===== config.mk =====
export PLATFORM = sky130hd
export DESIGN_NAME = seg_scan_driver
export DESIGN_NICKNAME = d
export VERILOG_FILES = /design/src/rtl/seg_scan_driver.sv
export SDC_FILE = /design/constraint.sdc
export NUM_CORES = 1
export LEC_CHECK = 0
export ABC_AREA = 1
export CAP_MARGIN = 20
export CORE_AREA = 2 2 120 110
export CTS_CLUSTER_DIAMETER = 50
export DETAILED_ROUTE_END_ITERATION = 6
export DIE_AREA = 0 0 122 112
export DONT_BUFFER_PORTS = 1
export PLACE_DENSITY_LB_ADDON = 0.08
export SKIP_LAST_GASP = 1
export SYNTH_ARGS = -nofsm -noshare
export SYNTH_HDL_FRONTEND = slang
export SYNTH_SLANG_ARGS = --single-unit

===== constraint.sdc =====
create_clock -name clk -period 3.4 [get_ports clk]
set_input_delay 0.51 -clock clk [delete_from_list [all_inputs] [get_ports clk]]
set_output_delay 0.51 -clock clk [all_outputs]
set_load 0.1 [all_outputs]

===== src/rtl/seg_scan_driver.sv =====
// seg_scan_driver: time-multiplexed 8-digit hex display scanner.
// A refresh counter paces the digit select. A one-deep pending buffer with
// a ready/valid handshake feeds the active display word, which is replaced
// only at frame boundaries so that no frame is torn.
// Optional feature: define SEG_SCAN_LZB_EN to enable leading-zero blanking.
module seg_scan_driver #(
  parameter int unsigned REFRESH_DIV = 100000
) (
  input  logic        clk,
  input  logic        rst,
  input  logic        data_valid,
  input  logic [31:0] data,
  output logic        data_ready,
  output logic [3:0]  num,
  output logic [2:0]  sel,
  output logic        blank,
  output logic        frame_start
);

  localparam int unsigned CW = (REFRESH_DIV > 1) ? $clog2(REFRESH_DIV) : 1;
  localparam logic [CW-1:0] TERM = CW'(REFRESH_DIV - 1);

  typedef enum logic {EMPTY, PENDING} state_t;

  state_t        state, state_n;
  logic [31:0]   active, active_n;
  logic [31:0]   pending, pending_n;
  logic [CW-1:0] cnt;
  logic [2:0]    sel_n;
  logic          tick;
  logic          frame_edge;

  assign tick       = (cnt == TERM);
  assign frame_edge = tick && (sel == 3'd7);
  assign data_ready = (state == EMPTY);

  // Refresh counter: counts 0..REFRESH_DIV-1 and wraps; the terminal count is the digit tick.
  always_ff @(posedge clk or posedge rst) begin
    if (rst) begin
      cnt <= '0;
    end else if (tick) begin
      cnt <= '0;
    end else begin
      cnt <= cnt + CW'(1);
    end
  end

  // Handshake FSM state register.
  always_ff @(posedge clk or posedge rst) begin
    if (rst) begin
      state <= EMPTY;
    end else begin
      state <= state_n;
    end
  end

  // Next state, buffer capture, frame-boundary promotion and next digit index.
  // A capture landing on a frame boundary happens in EMPTY, where no promotion
  // is possible, so the new word waits for the next boundary.
  always_comb begin
    state_n   = state;
    pending_n = pending;
    active_n  = active;
    sel_n     = tick ? sel + 3'd1 : sel;
    case (state)
      EMPTY: begin
        if (data_valid) begin
          pending_n = data;
          state_n   = PENDING;
        end
      end
      PENDING: begin
        if (frame_edge) begin
          active_n = pending;
          state_n  = EMPTY;
        end
      end
      default: state_n = EMPTY;
    endcase
  end

  // Datapath registers. num is computed from the next active word and the
  // next index, which keeps it aligned with sel and shows a newly promoted
  // word starting at digit 0.
  always_ff @(posedge clk or posedge rst) begin
    if (rst) begin
      active      <= '0;
      pending     <= '0;
      sel         <= '0;
      num         <= '0;
      frame_start <= 1'b0;
    end else begin
      active      <= active_n;
      pending     <= pending_n;
      sel         <= sel_n;
      num         <= active_n[{sel_n, 2'b00} +: 4];
      frame_start <= frame_edge;
    end
  end

`ifdef SEG_SCAN_LZB_EN
  // Leading-zero blanking: dark when this digit and every more-significant digit are zero.
  always_ff @(posedge clk or posedge rst) begin
    if (rst) begin
      blank <= 1'b0;
    end else begin
      blank <= (sel_n != 3'd0) && ((active_n >> {sel_n, 2'b00}) == '0);
    end
  end
`else
  assign blank = 1'b0;
`endif

endmodule


# Word-level counts from Yosys, hierarchy flattened
# Index checks and enable logic that the tools add are counted.
# op_classes
eq_ne,2
shifts,1
muxes,7
reduce_logical,2
addsub,2
bitwise,1
# op_table
op,count
two-way mux 32 bit,2
indexed part select 32 x 6 -> 4 bit,1
"adder 17 x 1 -> 17 bit, second input constant",1
"== test 17 bit, second input constant",1
two-way mux 17 bit,1
"adder 3 x 1 -> 3 bit, second input constant",1
"== test 3 bit, second input constant",1
two-way mux 3 bit,1
two-way mux 1 bit,2
case mux 1 bit (2 select lines),1
AND reduction 2 bit,1
logical AND 1 bit,1
NOT 1 bit,1
# totals
output_inout_bits,10
input_bits,35
regBits,90

# Logic depth before layout (Yosys ltp)
# Gate-level depths: netlist of run 1.
# depth
word_depth,5
depth_mapped,14

# Worst setup path before layout of run 1
# Ideal clock, no wire load.
# synth_path
path_type,reg-to-reg
from,reg sel[0]
to,reg num[2]
setup_time_ps,65
path_buffers,2
required_ps,3335
setup_slack_ps,968
path_stages_with_launch,11
t_arrival_ps,2368
period_less_slack_ps,2432
path_cell_list,dfrtp_1 ha_1 ha_1 clkbuf_1 buf_1 nand4_1 nand3_1 nand3_1 nand2_1 nand2_1 nand2_1
# synth_between
elab_chain_cells,5
word_cells_on_any_way,7
# synth_rtl
item,line,rtl
start: declaration,15,"output logic [2:0] sel,"
start signal: assignment,95,sel <= sel_n;
"parallel branches: the longest is 4 deep, another holds adder 3 x 1 -> 3 bit",-,
indexed part select 32 x 6 -> 4 bit (*),96,"num <= active_n[{sel_n, 2'b00} +: 4];"
end signal: assignment,96,
end: declaration,14,"output logic [3:0] num,"
# Every way passes the cells marked *.
# A chain may end at the register's enable or synchronous reset.

# Worst setup path after layout of run 1
# layout_path
from,reg cnt[0]
to,reg num[3]
# layout_between
elab_chain_cells,5
word_cells_on_any_way,6
# layout_rtl
item,line,rtl
start: declaration,28,logic [CW-1:0] cnt;
start signal: assignment,44,cnt <= cnt + CW'(1);
== test 17 bit (*),33,assign tick = (cnt == TERM);
logical AND 1 bit,34,assign frame_edge = tick && (sel == 3'd7);
two-way mux 32 bit,73,if (frame_edge) begin
two-way mux 32 bit,65,case (state)
indexed part select 32 x 6 -> 4 bit (*),96,
# Every way passes the cells marked *; elsewhere a longest branch is shown, timed or not.

==> results.json, run 1 <==
{
  "grt_first_pass_wirelength_mm": 16.6,
  "ant_nets": 0,
  "ys_ff_latch": 90,
  "setup.worst_path.end_class": "flop",
  "min_period_over_period_pct": 70.7,
  "clock_latency_ns": 0.35,
  "tns_ns": 0,
  "start_kind": "flop",
  "die_w_microns": 122,
  "seqPwrFrac_pct": 50.4,
  "p_sw_share_pct": 20.6,
  "row_count": 39,
  "tightest_slew_ns": 0.951,
  "worstPathRequired_ns": 3.63,
  "tritoncts": "done",
  "synth_warnings": 0,
  "cp_max_fo": 33,
  "crit_path_max_incr_delay_ns": 0.43,
  "power_density_nw_per_um2": 483,
  "max_cap_violations": 0,
  "p_sw_w": 0.000469,
  "finalMaxSlewViolations": 0,
  "gr-usage-met3_pct": 5.64,
  "synth_seq_area_share_pct": 52.8,
  "relSlewSlack_pct": 36.7,
  "grt.overflow.total": 0,
  "first_iter_violations": 202,
  "drc": 0,
  "ir_drop_mv": 0.257,
  "cts_sinks": 90,
  "cp.arrival_ns": 2.64,
  "clk_pin_slew_ns": 0.06,
  "ys_types": 38,
  "post_drt_wl_per_cell_microns": 16.9,
  "ctsHoldBuffers": 0,
  "initial_core_util_pct": 34.3,
  "grt_busiest_layer": "met2",
  "path_class": "flop to flop",
  "antenna_found_initial": 0,
  "synth.net_count": 473,
  "leakage_nw": 2.39,
  "clockBufferDepth": 2,
  "grt_util_met2_pct": 23.9,
  "internal_power_w": 0.00180,
  "setup_violations": 0,
  "dp_hpwl_mm": 6.97,
  "p_clk_share_pct": 46.6,
  "slowest_stage": "nand3_4",
  "die_h_microns": 112,
  "post_cts_buffers": 0,
  "firstDrtPassIters": 4,
  "whs_ns": 0.173,
  "numCtsBuffers": 9,
  "routed-via-count": 3035,
  "area_delta_synth_final_pct": 10.1,
  "synth_area_per_cell_sq_um": 9.81,
  "cpMostUsedCell": "nand2_1",
  "grt_max_degree": 46,
  "cts-root-buf": "clkbuf_16",
  "syn_area_sq_um": 4270,
  "ios": 45,
  "fin_skew_ns": 0.00655,
  "cts_resized": 0,
  "met1_usage_pct": 22.7,
  "portBuffers": 0,
  "synthCells": 435,
  "rsz0062_at_grt": "false",
  "dieArea_sq_um": 13700,
  "finalHoldViolCount": 0,
  "grt_pass1_vias": 3079,
  "path_cells": "ha_1, nand3_2, inv_2, nand3_4, nor2_8, nand3_4, nand2_1, nand3_1, nand3_1, nand2_1, nand2_1, nand2_1",
  "fin_nets": 473,
  "wl_mm": 10.2,
  "power.share.combinational_pct": 3.0,
  "h-tree-depth": 3,
  "status": "finished, final reports clean",
  "fmax_ghz": 0.416,
  "min_path_type": "primary input to asynchronous set/reset pin",
  "finalCriticalPeriod_ns": 2.40,
  "gp_congestion": 0.793,
  "gr-usage-all-layers_pct": 16.1,
  "fp.coreArea_sq_um": 12400,
  "diodes": 0,
  "drive_gt1_share_pct": 21.7,
  "via_per_inst": 5.04
}
[logic make-up after synthesis]
group	after synthesis	synth area share, %
DFF	90	52.8
and+or+nand+nor	242	29.1
other	1	0.0878
muxes	32	8.44
buffers and inverters	49	6.13
adders and majority gates	3	0.879
xor gates and xnor gates	2	0.410
AOI/OAI and AO/OA	16	2.17
[final timing paths]
check / start / endpoint / slack (ns) / cells past startpoint
worst max-delay path: cnt[0]$_DFF_PP0_ / num[3]$_DFF_PP0_ / 1.0 / 12
worst min-delay path: rst / pending[8]$_DFFE_PP0P_ / 0.17 / 1
worst max register to register: cnt[0]$_DFF_PP0_ / num[3]$_DFF_PP0_ / 1.0 / 12
worst min register to register: cnt[0]$_DFF_PP0_ / cnt[0]$_DFF_PP0_ / 0.46 / 1
max in group asynchronous: rst / cnt[1]$_DFF_PP0_ / 2.36 / 2
min in group clk: data_valid / state$_DFF_PP0_ / 0.29 / 1
[sequential cells by signal, summed over array words and instances (netlist names)]
signal / flops
active: 32
pending: 32
cnt: 17
num: 4
sel: 3
frame_start: 1
state: 1
[per-stage QoR]
step | instance area [sq um] | util [%] | std cells | total power, W | setup slack [ns]
2_1_floorplan | 4270 | - | 435 | 0.00121 | 0.555
3_3_place_gp | 4390 | 35.3 | 588 | 0.00123 | 0.971
3_5_place_dp | 4390 | 35.3 | 588 | 0.00124 | 0.970
4_1_cts | 4700 | 37.8 | 602 | 0.00230 | 0.961
5_1_grt | 4700 | 37.8 | 602 | 0.00236 | 0.741
6_report | 4700 | 37.8 | 602 | 0.00227 | 0.996
[power groups by stage]
| stage | Combinational, W | Clock [W] | Sequential, W |
|---|---|---|---|
| floorplan | 0.0000589 | 0 | 0.00115 |
| global placement | 0.0000694 | 0 | 0.00116 |
| detailed placement | 0.0000715 | 0 | 0.00117 |
| CTS | 0.0000717 | 0.00109 | 0.00115 |
| global route | 0.0000786 | 0.00113 | 0.00115 |
| finish | 0.0000682 | 0.00106 | 0.00114 |
[placed cells by master, fill, tap and decap left out, drive strengths merged]
cell type,n
nand2,111
dfrtp,90
nand3,58
nand4,37
mux2,32
inv,27
nor2,25
clkbuf,11
buf,10
o21ai,7
nor3,7
a21oi,5
ha,3
xor2,2
clkinv,2
bufinv,2
and3,1
a31oi,1
nor3b,1
nand3b,1
o221a,1
nor4,1
o31ai,1
o21a,1
conb,1
[cell type report]
type | count | area, sq um
Multi-Input combinational cell | 296 | 1760
Tap cell | 164 | 205
Clock inverter | 3 | 65.1
Inverter | 28 | 106
Sequential cell | 90 | 2250
Clock buffer | 11 | 243
Timing Repair Buffer | 10 | 75.1
Fill cell | 1269 | 7740
[worst max-delay path: cells and delay by family (launching register included)]
family	cells	cell delay, ns
fa+ha+maj	1	0.21
buf+inv	1	0.14
simple gates	10	1.55
flops	1	0.37
[routing by layer]
| layer | vias up | wire length [microns] |
|---|---|---|
| met5 | - | 0 |
| met4 | 0 | 91 |
| met3 | 5 | 431 |
| met2 | 63 | 4600 |
| met1 | 1491 | 5030 |
| li1 | 1476 | - |
[cell usage after synthesis, drive strengths merged]
| cell type | count | area, sq um |
|---|---|---|
| buf | 18 | 145 |
| nor3 | 7 | 40.0 |
| a21oi | 5 | 25.0 |
| nor3b | 1 | 7.51 |
| o21a | 1 | 7.51 |
| o221a | 1 | 11.3 |
| and3 | 1 | 6.26 |
| inv | 28 | 105 |
| o21ai | 7 | 35.0 |
| nand2 | 111 | 462 |
| dfrtp | 90 | 2250 |
| nand3 | 58 | 320 |
| mux2 | 32 | 360 |
| xor2 | 2 | 17.5 |
| ha | 3 | 37.5 |
| nand3b | 1 | 7.51 |
| a31oi | 1 | 6.26 |
| conb | 1 | 3.75 |
| clkbuf | 3 | 11.3 |
| nor4 | 1 | 6.26 |
| nor2 | 25 | 138 |
| o31ai | 1 | 7.51 |
| nand4 | 37 | 257 |
Power figures use the tool's default switching activity.
==> run 2, diff against run 1 <==
==> constraint.sdc (replaced) <==
create_clock -name clk -period 2.1 [get_ports clk]
set_input_delay 0.315 -clock clk [delete_from_list [all_inputs] [get_ports clk]]
set_output_delay 0.315 -clock clk [all_outputs]
set_load 0.1 [all_outputs]
==> run 2 against run 1 <==
- die area unchanged
- maximum frequency increased by 23%
- utilization up 1.8 points
- global-route usage increased by 0.68 points
- critical endpoint unchanged
- highest routed layer unchanged
==> results.json, run 2 (synthesis results as in run 1) <==
{
  "p_clk_share_pct": 45.1,
  "seqPwrFrac_pct": 51.6,
  "min_period_over_period_pct": 93.1,
  "min_path_type": "primary input to flop",
  "setup_violations": 0,
  "leakage_nw": 2.49,
  "final_common_cell": "nand2_1",
  "via_per_inst": 4.90,
  "cp_top_family": "simple AND/OR/NAND/NOR gates",
  "cts_sinks": 90,
  "met2_wirelength_mm": 4.87,
  "max_cap_violations": 0,
  "start_kind": "flop",
  "clock_latency_ns": 0.36,
  "place_area_sq_um": 4540,
  "antenna_found_initial": 0,
  "grt_max_degree": 33,
  "finalCriticalPeriod_ns": 1.96,
  "dieArea_sq_um": 13700,
  "status": "finished, final reports clean",
  "met3WireLength_microns": 417,
  "row_count": 39,
  "first_iter_violations": 247,
  "path_cells": "ha_4, nand3_4, inv_4, nand3_4, nor2_8, nand3_4, buf_6, nand2_1, nand3_1, nand3_1, nand2_1, nand2_1, nand2_1",
  "cp.arrival_ns": 2.20,
  "initial_core_util_pct": 34.3,
  "area_delta_synth_final_pct": 15.3,
  "dp_hpwl_mm": 7.42,
  "post_drt_wl_per_cell_microns": 16.7,
  "cpMostUsedCell": "nand2_1",
  "gp_congestion": 0.820,
  "slowest_stage": "dfrtp_1",
  "relSlewSlack_pct": 56.9,
  "postLayoutCellArea_sq_um": 4920,
  "ir_drop_mv": 0.486,
  "whs_ns": 0.0733,
  "power.share.combinational_pct": 3.3,
  "gr-usage-all-layers_pct": 16.8,
  "critPathBufInv": 2,
  "register_area_sq_um": 2260,
  "internal_power_w": 0.00278,
  "grt_pass1_vias": 3226,
  "clk_pin_slew_ns": 0.07,
  "path_class": "flop to flop",
  "ios": 45,
  "numCtsBuffers": 9,
  "power_density_nw_per_um2": 727,
  "final_cell_mix": "95 x nand2_1, 87 x dfrtp_1, 53 x nand3_1",
  "finalMaxSlewViolations": 0,
  "clockBufferDepth": 2,
  "grt_first_pass_wirelength_mm": 17.3,
  "fillers": 1291,
  "tritoncts": "done",
  "die_w_microns": 122,
  "fin_nets": 491,
  "cp_max_fo": 22,
  "multiInputGateArea_sq_um": 1800,
  "h-tree-depth": 3,
  "fmax_ghz": 0.511,
  "worstPathRequired_ns": 2.34,
  "r2r_setup_slack_ns": 0.14,
  "drc": 0,
  "wl_mm": 10.4,
  "firstDrtPassIters": 4,
  "portBuffers": 0,
  "drt-met1-wl_mm": 4.95,
  "drive_gt1_share_pct": 26.4,
  "finalHoldViolCount": 0,
  "diodes": 0,
  "setup.worst_path.end_class": "flop",
  "top_regs": "active (32), pending (32), cnt (17)",
  "fp.coreArea_sq_um": 12400,
  "crit_path_max_incr_delay_ns": 0.40,
  "die_h_microns": 112,
  "p_sw_share_pct": 22.2,
  "cts-root-buf": "clkbuf_16",
  "grt.overflow.total": 0,
  "p_sw_w": 0.000796,
  "routed-via-count": 3049,
  "fin_skew_ns": 0.0107,
  "ant_nets": 0,
  "dr.max_layer_used": "met4",
  "tightest_slew_ns": 0.645
}
run 2: cell count changes in the layout (fill, tap and decap cells not counted), sizes merged:
| cell | change |
|---|---|
| inv | +1 |
| clkinvlp | +3 |
| dlygate4sd3 | +1 |
| bufinv | -1 |
| clkbuf | -2 |
| buf | +17 |
| clkinv | +1 |
run 2: path summary, 6_finish.rpt:
check / start / endpoint / cells after the start
setup / recovery: cnt[0]$_DFF_PP0_ / num[3]$_DFF_PP0_ / 13
hold / removal: data_valid / state$_DFF_PP0_ / 1
setup reg to reg: cnt[0]$_DFF_PP0_ / num[3]$_DFF_PP0_ / 13
hold reg to reg: active[18]$_DFF_PP0_ / active[18]$_DFF_PP0_ / 2
max in group asynchronous: rst / sel[0]$_DFF_PP0_ / 3
min in group asynchronous: rst / active[18]$_DFF_PP0_ / 2
run 2: cell type report:
type | instances | area share (%)
clock buffer | 9 | 4.58
clock inverter | 7 | 1.40
multi-input combinational | 296 | 36.6
timing repair buffer | 28 | 5.16
inverter | 28 | 2.26
sequential | 90 | 45.8
tap | 164 | 4.17
run 2: layer usage:
layer / vias to the layer above / global-route usage (%)
li1: 1507 / -
met1: 1486 / 22.9
met2: 46 / 25.9
met3: 10 / 4.15
met4: 0 / 6.21
met5: - / 0
run 2: power groups by stage:
stage / clock network [W] / registers [W] / logic [W]
after global placement: 0 / 0.00188 / 0.000116
after CTS: 0.00168 / 0.00185 / 0.000122
after global routing: 0.00175 / 0.00185 / 0.000134
after floorplan: 0 / 0.00186 / 0.0000959
final: 0.00161 / 0.00185 / 0.000117
after detailed placement: 0 / 0.00188 / 0.000120
run 2: worst register-to-register path, delay by kind of cell (launching register included):
kind	cells	cell delay [ns]
adder cells (fa/ha/maj)	1	0.17
buffers and inverters	2	0.29
flip-flops	1	0.40
AND/OR/NAND/NOR	10	0.98
run 2: per-stage QoR:
step	utilization (%)	cells	setup TNS, ns	total power (W)	setup slack [ns]
3_3_place_gp	36.5	602	0	0.00199	0.0726
2_1_floorplan	-	435	0	0.00196	0.000200
6_report	39.5	622	0	0.00358	0.144
3_5_place_dp	36.5	602	0	0.00200	0.0377
4_1_cts	39.0	619	0	0.00365	0.0168
5_1_grt	39.5	622	-0.0353	0.00374	-0.0171
run 2: repair_timing:
item	CTS	global route
setup endpoints to repair	0	5
hold endpoints to repair	23	0
buffers inserted	0	3
hold buffers	1	0
resized for setup	0	10
==> run 3, diff against run 2 <==
--- a/config.mk
+++ b/config.mk
@@ -14,6 +14,7 @@
 export DONT_BUFFER_PORTS = 1
 export PLACE_DENSITY_LB_ADDON = 0.08
 export SKIP_LAST_GASP = 1
+export SLEW_MARGIN = 0
 export SYNTH_ARGS = -nofsm -noshare
 export SYNTH_HDL_FRONTEND = slang
 export SYNTH_SLANG_ARGS = --single-unit
==> results of run 3 <==
No change in the layout: final DEF, timing and power equal those of run 2.
